[src/rtl/offload_pkg.sv]
// Shared types and constants for the host-offload sequencer.
package offload_pkg;

    // Sequencer states: idle, waiting on the compute core, waiting to hand off
    // to the sender, and waiting for the sender to finish.
    typedef enum logic [1:0] {
        ST_IDLE    = 2'd0,
        ST_COMPUTE = 2'd1,
        ST_SEND    = 2'd2,
        ST_DRAIN   = 2'd3
    } state_e;

    localparam int DEF_PACKET_SIZE = 15;
    localparam int PKT_CNT_W       = 16;
    localparam int ERR_CNT_W       = 8;

endpackage

[src/rtl/sat_counter.sv]
// Saturating up-counter: counts inc pulses and sticks at all-ones.
module sat_counter #(
    parameter int W = 8
) (
    input  logic         clk,
    input  logic         rst_n,
    input  logic         inc,
    output logic [W-1:0] count
);

    localparam logic [W-1:0] CNT_MAX = {W{1'b1}};
    localparam logic [W-1:0] CNT_ONE = {{(W-1){1'b0}}, 1'b1};

    logic [W-1:0] count_q;
    logic [W-1:0] count_d;

    // Next count: step on inc unless already at the ceiling.
    always_comb begin
        count_d = count_q;
        if (inc && (count_q != CNT_MAX)) begin
            count_d = count_q + CNT_ONE;
        end else begin
            count_d = count_q;
        end
    end

    // Count register with synchronous active-low reset.
    always_ff @(posedge clk) begin
        if (!rst_n) begin
            count_q <= {W{1'b0}};
        end else begin
            count_q <= count_d;
        end
    end

    assign count = count_q;

endmodule

[src/rtl/offload_sequencer.sv]
// Sequences one host-offload job: receiver packet -> compute core -> sender,
// with debug counters for completed jobs, dropped packets and compute timeouts.
module offload_sequencer
    import offload_pkg::*;
#(
    parameter int PACKET_SIZE   = DEF_PACKET_SIZE,
    parameter int COMP_TIMEOUT  = 1024,
    parameter int TX_START_WAIT = 4
) (
    input  logic                     clk,
    input  logic                     rst_n,
    input  logic [8*PACKET_SIZE-1:0] rx_packet,
    input  logic                     rx_ready,
    output logic [8*PACKET_SIZE-1:0] comp_in,
    output logic                     comp_start,
    input  logic [8*PACKET_SIZE-1:0] comp_out,
    input  logic                     comp_done,
    output logic [8*PACKET_SIZE-1:0] tx_packet,
    output logic                     tx_enable,
    input  logic                     tx_busy,
    output logic                     busy,
    output logic [PKT_CNT_W-1:0]     pkt_cnt,
    output logic [ERR_CNT_W-1:0]     overrun_cnt,
    output logic [ERR_CNT_W-1:0]     timeout_cnt
);

    localparam int PW = 8 * PACKET_SIZE;
    localparam int TW = $clog2(COMP_TIMEOUT + 1);
    localparam int WW = $clog2(TX_START_WAIT + 1);

    localparam logic [TW-1:0]        TIMER_LAST = TW'(COMP_TIMEOUT - 1);
    localparam logic [WW-1:0]        WCNT_LAST  = WW'(TX_START_WAIT - 1);
    localparam logic [TW-1:0]        TIMER_ONE  = TW'(1'b1);
    localparam logic [WW-1:0]        WCNT_ONE   = WW'(1'b1);
    localparam logic [PKT_CNT_W-1:0] PKT_ONE    = PKT_CNT_W'(1'b1);

    state_e               state_q,      state_d;
    logic                 rx_prev_q,    rx_prev_d;
    logic [PW-1:0]        comp_in_q,    comp_in_d;
    logic                 comp_start_q, comp_start_d;
    logic [PW-1:0]        tx_packet_q,  tx_packet_d;
    logic                 tx_enable_q,  tx_enable_d;
    logic                 busy_q,       busy_d;
    logic [TW-1:0]        timer_q,      timer_d;
    logic [WW-1:0]        wcnt_q,       wcnt_d;
    logic                 seen_q,       seen_d;
    logic [PKT_CNT_W-1:0] pkt_cnt_q,    pkt_cnt_d;

    logic rx_rise_s;
    logic overrun_inc_s;
    logic timeout_inc_s;

    // Only a fresh rising edge of rx_ready counts as a new packet; rx_prev
    // resets high so a level held through reset is not mistaken for one.
    assign rx_rise_s = rx_ready & ~rx_prev_q;

    // Next-state, datapath and pulse generation for the sequencer FSM.
    always_comb begin
        state_d       = state_q;
        rx_prev_d     = rx_ready;
        comp_in_d     = comp_in_q;
        comp_start_d  = 1'b0;
        tx_packet_d   = tx_packet_q;
        tx_enable_d   = 1'b0;
        timer_d       = timer_q;
        wcnt_d        = wcnt_q;
        seen_d        = seen_q;
        pkt_cnt_d     = pkt_cnt_q;
        timeout_inc_s = 1'b0;
        // A new packet arriving while a job is in flight is dropped.
        overrun_inc_s = rx_rise_s && (state_q != ST_IDLE);

        case (state_q)
            ST_IDLE: begin
                if (rx_rise_s) begin
                    comp_in_d    = rx_packet;
                    comp_start_d = 1'b1;
                    timer_d      = {TW{1'b0}};
                    state_d      = ST_COMPUTE;
                end else begin
                    state_d = ST_IDLE;
                end
            end
            ST_COMPUTE: begin
                if (comp_done) begin
                    tx_packet_d = comp_out;
                    state_d     = ST_SEND;
                end else if (timer_q == TIMER_LAST) begin
                    timeout_inc_s = 1'b1;
                    state_d       = ST_IDLE;
                end else begin
                    timer_d = timer_q + TIMER_ONE;
                end
            end
            ST_SEND: begin
                // The sender may stay busy indefinitely; no timeout here.
                if (!tx_busy) begin
                    tx_enable_d = 1'b1;
                    wcnt_d      = {WW{1'b0}};
                    seen_d      = 1'b0;
                    state_d     = ST_DRAIN;
                end else begin
                    state_d = ST_SEND;
                end
            end
            ST_DRAIN: begin
                // Done when busy has been seen and dropped, or when the sender
                // never raised busy within the start window.
                if (seen_q && !tx_busy) begin
                    pkt_cnt_d = pkt_cnt_q + PKT_ONE;
                    state_d   = ST_IDLE;
                end else if (!seen_q && (wcnt_q == WCNT_LAST)) begin
                    pkt_cnt_d = pkt_cnt_q + PKT_ONE;
                    state_d   = ST_IDLE;
                end else begin
                    if (tx_busy) begin
                        seen_d = 1'b1;
                    end else begin
                        seen_d = seen_q;
                    end
                    if (!seen_q) begin
                        wcnt_d = wcnt_q + WCNT_ONE;
                    end else begin
                        wcnt_d = wcnt_q;
                    end
                end
            end
            default: begin
                state_d = ST_IDLE;
            end
        endcase

        busy_d = (state_d != ST_IDLE);
    end

    // State, packet and counter registers; reset abandons any job in flight.
    always_ff @(posedge clk) begin
        if (!rst_n) begin
            state_q      <= ST_IDLE;
            rx_prev_q    <= 1'b1;
            comp_in_q    <= {PW{1'b0}};
            comp_start_q <= 1'b0;
            tx_packet_q  <= {PW{1'b0}};
            tx_enable_q  <= 1'b0;
            busy_q       <= 1'b0;
            timer_q      <= {TW{1'b0}};
            wcnt_q       <= {WW{1'b0}};
            seen_q       <= 1'b0;
            pkt_cnt_q    <= {PKT_CNT_W{1'b0}};
        end else begin
            state_q      <= state_d;
            rx_prev_q    <= rx_prev_d;
            comp_in_q    <= comp_in_d;
            comp_start_q <= comp_start_d;
            tx_packet_q  <= tx_packet_d;
            tx_enable_q  <= tx_enable_d;
            busy_q       <= busy_d;
            timer_q      <= timer_d;
            wcnt_q       <= wcnt_d;
            seen_q       <= seen_d;
            pkt_cnt_q    <= pkt_cnt_d;
        end
    end

    sat_counter #(.W(ERR_CNT_W)) u_overrun_cnt (
        .clk   (clk),
        .rst_n (rst_n),
        .inc   (overrun_inc_s),
        .count (overrun_cnt)
    );

    sat_counter #(.W(ERR_CNT_W)) u_timeout_cnt (
        .clk   (clk),
        .rst_n (rst_n),
        .inc   (timeout_inc_s),
        .count (timeout_cnt)
    );

    assign comp_in    = comp_in_q;
    assign comp_start = comp_start_q;
    assign tx_packet  = tx_packet_q;
    assign tx_enable  = tx_enable_q;
    assign busy       = busy_q;
    assign pkt_cnt    = pkt_cnt_q;

endmodule

[config.mk]
export PLATFORM = sky130hd
export DESIGN_NAME = offload_sequencer
export DESIGN_NICKNAME = d
export VERILOG_FILES = /design/src/rtl/offload_pkg.sv /design/src/rtl/sat_counter.sv /design/src/rtl/offload_sequencer.sv
export SDC_FILE = /design/constraint.sdc
export NUM_CORES = 1
export LEC_CHECK = 0
export CAP_MARGIN = 20
export CORE_AREA = 2 2 201 203
export DETAILED_ROUTE_END_ITERATION = 16
export DIE_AREA = 0 0 203 205
export PLACE_DENSITY = 0.69
export SYNTH_ARGS = -nofsm -noshare
export SYNTH_HDL_FRONTEND = slang
export SYNTH_SLANG_ARGS = --single-unit
[constraint.sdc]
create_clock -name clk -period 5.6 [get_ports clk]
set_clock_uncertainty 0.15 [all_clocks]
set_input_delay 1.4 -clock clk [delete_from_list [all_inputs] [get_ports clk]]
set_output_delay 1.4 -clock clk [all_outputs]
set_load 0.05 [all_outputs]
**Yosys cells after proc, flatten, opt, wreduce, memory -nomap -nowiden**

Index checks and enable logic that the tools add are counted.

- Bits in registers: 293
- Input port bits: 245
- Bits in writable memories: 0
- Bits in read-only memories: 0
- Latch bits: 0
- Memories: 0
- Logic and storage cells: 84

- $lt $le $gt $ge: 0
- Divide/modulo/power cells: 0
- Multiplexer cells: 28
- Eq/ne operators: 15
- Bitwise gates (word level): 2
- Reductions and logical operators: 21
- Add/subtract/negate cells: 5
- Shift operators: 0
- Multipliers: 0

Operators with widths:

| cell | number |
|---|---|
| 11-bit 2-to-1 mux | 3 |
| 16-bit 2-to-1 mux | 2 |
| 11-bit case mux with 2 select lines | 1 |
| 16-bit by 1-bit adder with 16-bit output (second input constant) | 1 |
| 8-bit by 1-bit adder with 8-bit output (second input constant) | 2 |
| 2-bit != test (second input constant) | 8 |
| 8-bit != test (second input constant) | 2 |
| 3-bit 2-to-1 mux | 4 |
| 11-bit by 1-bit adder with 11-bit output (second input constant) | 1 |
| 11-bit by 10-bit equality test with 1-bit output (second input constant) | 1 |
| 1-bit 2-to-1 mux | 11 |
| 2-bit AND reduction | 5 |
| 5-bit AND reduction | 2 |
| 2-bit nonzero test | 5 |
| 2-bit 2-to-1 mux | 4 |
| 2-bit case mux with 4 select lines | 1 |
| 3-bit case mux with 2 select lines | 1 |
| 1-bit logical AND | 5 |
| 2-bit equality test (second input constant) | 2 |
| 4-bit AND reduction | 1 |
| 3-bit by 1-bit adder with 3-bit output (second input constant) | 1 |
| 3-bit by 2-bit equality test with 1-bit output (second input constant) | 1 |
| 2-bit by 1-bit equality test with 1-bit output (second input constant) | 1 |
| 1-bit zero test | 2 |
| 4 further kinds | 4 |

**Logic depth before layout (Yosys ltp)**

- Depth after elaboration: 6
- Gate-level depth with buffers: 8
- Mapped depth without buffers: 6

**By module**

A second synthesis with hierarchy kept.

- Cells, all modules: 1,342
- Area total of the unflattened synthesis: 10,672.7 µm²

Modules (own cells, without submodules):

| module | sequential area each (µm²) | instances | area an instance (µm²) | cells each |
|---|---|---|---|---|
| offload_sequencer | 5,545.3 | 1 | 9,864.5 | 1,248 |
| sat_counter | 160.2 | 2 | 404.1 | 47 |

**Least setup slack after synthesis**

Ideal clock, no wire load.

- Path kind: input-to-reg
- Start point: input port rx_ready
- End point: register comp_in_q[100] (netlist: comp_in[100])
- Buffers on the path: 3
- Slack: 2.733 ns
- Cell stages on the path: 6
- Data arrival time: 2.585 ns
- Cell sequence: or4b_2 > clkbuf_1 > clkbuf_1 > buf_2 > nand2_1 > a21oi_1

- Cells in the longest elaborated chain, start to end: 2

Ends and longest elaborated chain:

| what | line | text |
|---|---|---|
| start: declaration | offload_sequencer.sv:13 | `input logic rx_ready,` |
| 1-bit bitwise AND | offload_sequencer.sv:55 | `assign rx_rise_s = rx_ready & ~rx_prev_q;` |
| 2-bit AND reduction (no source line) | n/a |  |
| end signal: assignment | offload_sequencer.sv:141 | `comp_in_q <= {PW{1'b0}};` |
| end signal: assignment | offload_sequencer.sv:153 | `comp_in_q <= comp_in_d;` |
| end: declaration | offload_sequencer.sv:39 | `logic [PW-1:0] comp_in_q, comp_in_d;` |

Every way passes these cells.
A chain may end at the register's enable or synchronous reset.

**Worst setup path in the final report**

- Start point: input port rst_n
- End point: register comp_in_q[101] (netlist: comp_in[101])

RTL lines:

| what | line | text |
|---|---|---|
| start: declaration | offload_sequencer.sv:11 | `input logic rst_n,` |

No word-level cell between the ends.

==> reports/results.txt <==
outcome = finished clean
post-route standard cell area excluding fillers = 0.01749 sq mm
syn_nets = 1600
number of warning messages in the yosys log = 0
type of destination of the critical path = register
initial cell density of the core = 27.28%
final-stage net count = 2071
Synth cell types = 48
number of clock buffers inserted by TritonCTS = 34
Worst Setup Start Kind = input port
setup repair after global routing missed its margin = no
worst-path fanout max = 183
final routed wire length divided by cell count = 15.74 um
clock root cell = sky130_fd_sc_hd__clkbuf_16
area of the die = 0.04162 sq mm
number of buffers and inverters on the critical path = 3
GPL Wtd Cong = 0.8135
largest net degree at the start of global routing = 184
mean post-synth cell area = 7.961 sq um
power density of the placed cells = 288.0 mW/mm^2
clock transition time at the flip-flop clock pins of the worst setup and hold paths = 0.06 ns
drt first pass iters = 5
horizontal die dimension = 203 um
standard-cell row count = 73
maximum clock insertion buffer count = 3
global routing usage summed across all routing layers = 17.01%
Post-CTS Hold Buffers = 0
worst hold margin = 0.3006 ns
initial antenna violation count = 1
standard cell area after detailed placement = 0.01636 sq mm
critical path's slowest cell = sky130_fd_sc_hd__inv_8
post-CTS setup-driven buffer insertion count = 0
via/cell ratio = 4.630
Synth-to-Final Area Change = 62.82%
flip-flop and latch count after synthesis = 293
wire length of the first global-routing pass = 56.42 mm
remaining routing DRC violations = 0
Fin Setup TNS = 0 ns
Slew Limit Fails = 0
final cycle utilization of the critical path = 60.76%
number of enable flip-flop cells after synthesis = 0
number of levels in the clock H-tree = 2
Worst Max-Slew Pin Slew = 1.118 ns
number of sinks driven by the clock tree = 293
Iter 0 DRT Violations = 601
Post-synth ARST share = 0%
placeable core region = 0.03937 sq mm
proportion of synthesized chip area in sequential cells = 54.62%
TritonCTS clock tree = yes
insertion delay to the later sink of the worst-skew pair = 0.53 ns
Final Hold Violating Endpoints = 0
number of input and output port buffers inserted = 519
Fmax achieved = 293.9 MHz
cell count after placement = 2309
total design power = 5.035 mW
Gate Count Post-Synth = 1349
vias post-DR = 10970
vias in the first global route = 10520
worst min-delay path class = register to register
Final Setup Violations = 0
worst max-slew margin expressed relative to the limit = 25.44%
Worst Path Class, Setup = input port to register
cell breakdown of the critical path = clkdlybuf4s50_1, inv_8, buf_4, a21oi_1
Worst path max stage delay = 0.87 ns
Resized Gates After CTS = 0
Antenna Violating Nets Remaining = 0
Max IR drop VDD = 0.0002157 V
leakage power summed over all cells = 5.841 nW
Final Critical Period = 3.402 ns
data arrival at the endpoint of the critical path = 3.65 ns
commonest register cell after synthesis = sky130_fd_sc_hd__dfxtp_1
required time of the critical path = 5.84 ns
height of the die = 205 um
final instance count without filler cells = 2369
Mapped Area = 0.01074 sq mm
Top-Level Pins = 520
CP top delay family = buffers and inverters
fraction of layout instances using a drive strength above 1 = 3.907%
detailed placer's ending HPWL = 26.18 mm
detailed-route wire length = 37.28 mm
max_cap viols = 0
GR Overflow Total = 0
-- registers in the layout, indices dropped and copies added, names as in the netlist --
| register | cells |
|---|---|
| pkt_cnt | 16 |
| timer_q | 11 |
| rx_prev_q | 1 |
| busy | 1 |
| u_overrun_cnt.count | 8 |
| tx_enable | 1 |
| wcnt_q | 3 |
| seen_q | 1 |
| u_timeout_cnt.count | 8 |
| comp_in | 120 |
| state_q | 2 |
| tx_packet | 120 |
| comp_start | 1 |
-- cell families after synthesis --
family                     share of synthesized area (%)
adders and majority gates                         0.6990
and+or+nand+nor                                    23.91
buffers and inverters                              3.891
AOI/OAI and AO/OA                                  15.92
muxes                                             0.5593
xor gates and xnor gates                          0.4079
DFF                                                54.62
-- synthesized netlist by cell type, types with 2 or more instances --
cell / count / share of area [%]
sky130_fd_sc_hd__and4_1: 3 / 0.24
sky130_fd_sc_hd__or3_1: 13 / 0.76
sky130_fd_sc_hd__and3_1: 3 / 0.17
sky130_fd_sc_hd__nor2b_1: 4 / 0.23
sky130_fd_sc_hd__nor4_1: 3 / 0.17
sky130_fd_sc_hd__ha_1: 6 / 0.70
sky130_fd_sc_hd__or3b_2: 3 / 0.24
sky130_fd_sc_hd__inv_1: 12 / 0.42
sky130_fd_sc_hd__a2111oi_0: 2 / 0.16
sky130_fd_sc_hd__a21oi_1: 273 / 13
sky130_fd_sc_hd__xor2_1: 2 / 0.16
sky130_fd_sc_hd__or4_1: 15 / 1.0
sky130_fd_sc_hd__o31ai_1: 14 / 0.98
sky130_fd_sc_hd__buf_1: 2 / 0.070
sky130_fd_sc_hd__nand2_1: 501 / 18
sky130_fd_sc_hd__buf_2: 13 / 0.61
sky130_fd_sc_hd__nand2b_1: 6 / 0.35
sky130_fd_sc_hd__nand3_1: 16 / 0.75
sky130_fd_sc_hd__dfxtp_1: 293 / 55
sky130_fd_sc_hd__and2_1: 2 / 0.12
sky130_fd_sc_hd__nand4_1: 8 / 0.47
sky130_fd_sc_hd__o211ai_1: 3 / 0.21
sky130_fd_sc_hd__mux2i_1: 6 / 0.56
sky130_fd_sc_hd__or4b_2: 2 / 0.19
sky130_fd_sc_hd__clkbuf_1: 77 / 2.7
sky130_fd_sc_hd__o21ai_0: 17 / 0.79
sky130_fd_sc_hd__a211oi_1: 3 / 0.21
sky130_fd_sc_hd__xnor2_1: 3 / 0.24
sky130_fd_sc_hd__nor2_1: 19 / 0.66
sky130_fd_sc_hd__nor3_1: 6 / 0.28
sky130_fd_sc_hd__nand3b_1: 2 / 0.14
-- metrics by stage --
stage	util, %	worst slack (ns)
finish	44.42	2.198
global route	44.41	2.052
CTS	44.41	2.142
detailed placement	41.55	1.668
global placement	41.55	1.708
floorplan	-	2.733
-- path summary, 6_finish.rpt --
| path | from | end | slack (ns) | cells past startpoint |
|---|---|---|---|---|
| setup / recovery | rst_n | comp_in[101] | 2.20 | 4 |
| hold / removal | timer_q[10] | timer_q[10] | 0.30 | 2 |
| setup reg to reg | state_q[0] | comp_in[90] | 2.80 | 4 |
| hold reg to reg | timer_q[10] | timer_q[10] | 0.30 | 2 |
-- worst register-to-register path, delay by kind of cell (launching register included) --
kind,cells,cell delay (ns)
AOI/OAI and AO/OA,1,0.17
buffers and inverters,1,0.68
DFF,1,0.80
and+or+nand+nor,2,0.90
-- metal layers --
layer / global-route usage (%) / share of wire, % / up-vias
met5: 0 / 0 / -
met1: 18.82 / 39 / 5059
met3: 5.982 / 9.2 / 76
li1: - / - / 5436
met4: 7.742 / 3.6 / 0
met2: 29.34 / 48 / 398
-- cell type report --
class | count | area, sq um
multi-input combinational | 950 | 4479
inverter | 13 | 56.30
tap | 525 | 656.9
fill | 3850 | 21880
antenna | 1 | 2.502
clock buffer | 51 | 1006
timing repair buffer | 528 | 5300
clock inverter | 8 | 118.9
sequential | 293 | 5866
-- where the power goes --
group | switching (mW) | internal, mW | leakage, nW
clock network | 0.864 | 1.38 | 0.555
logic | 0.351 | 0.274 | 2.91
registers | 0.0316 | 2.14 | 2.37
-- placed cells by master, fill, tap and decap left out, drive strengths merged, types with 8 or more instances in the layout --
cell type / n
clkdlybuf4s50: 519
nand2: 502
dfxtp: 293
a21oi: 273
clkbuf: 51
nor2: 19
o21ai: 17
nand3: 16
or4: 15
o31ai: 14
inv: 14
or3: 13
buf: 9
nand4: 8
Power figures use the tool's default switching activity.
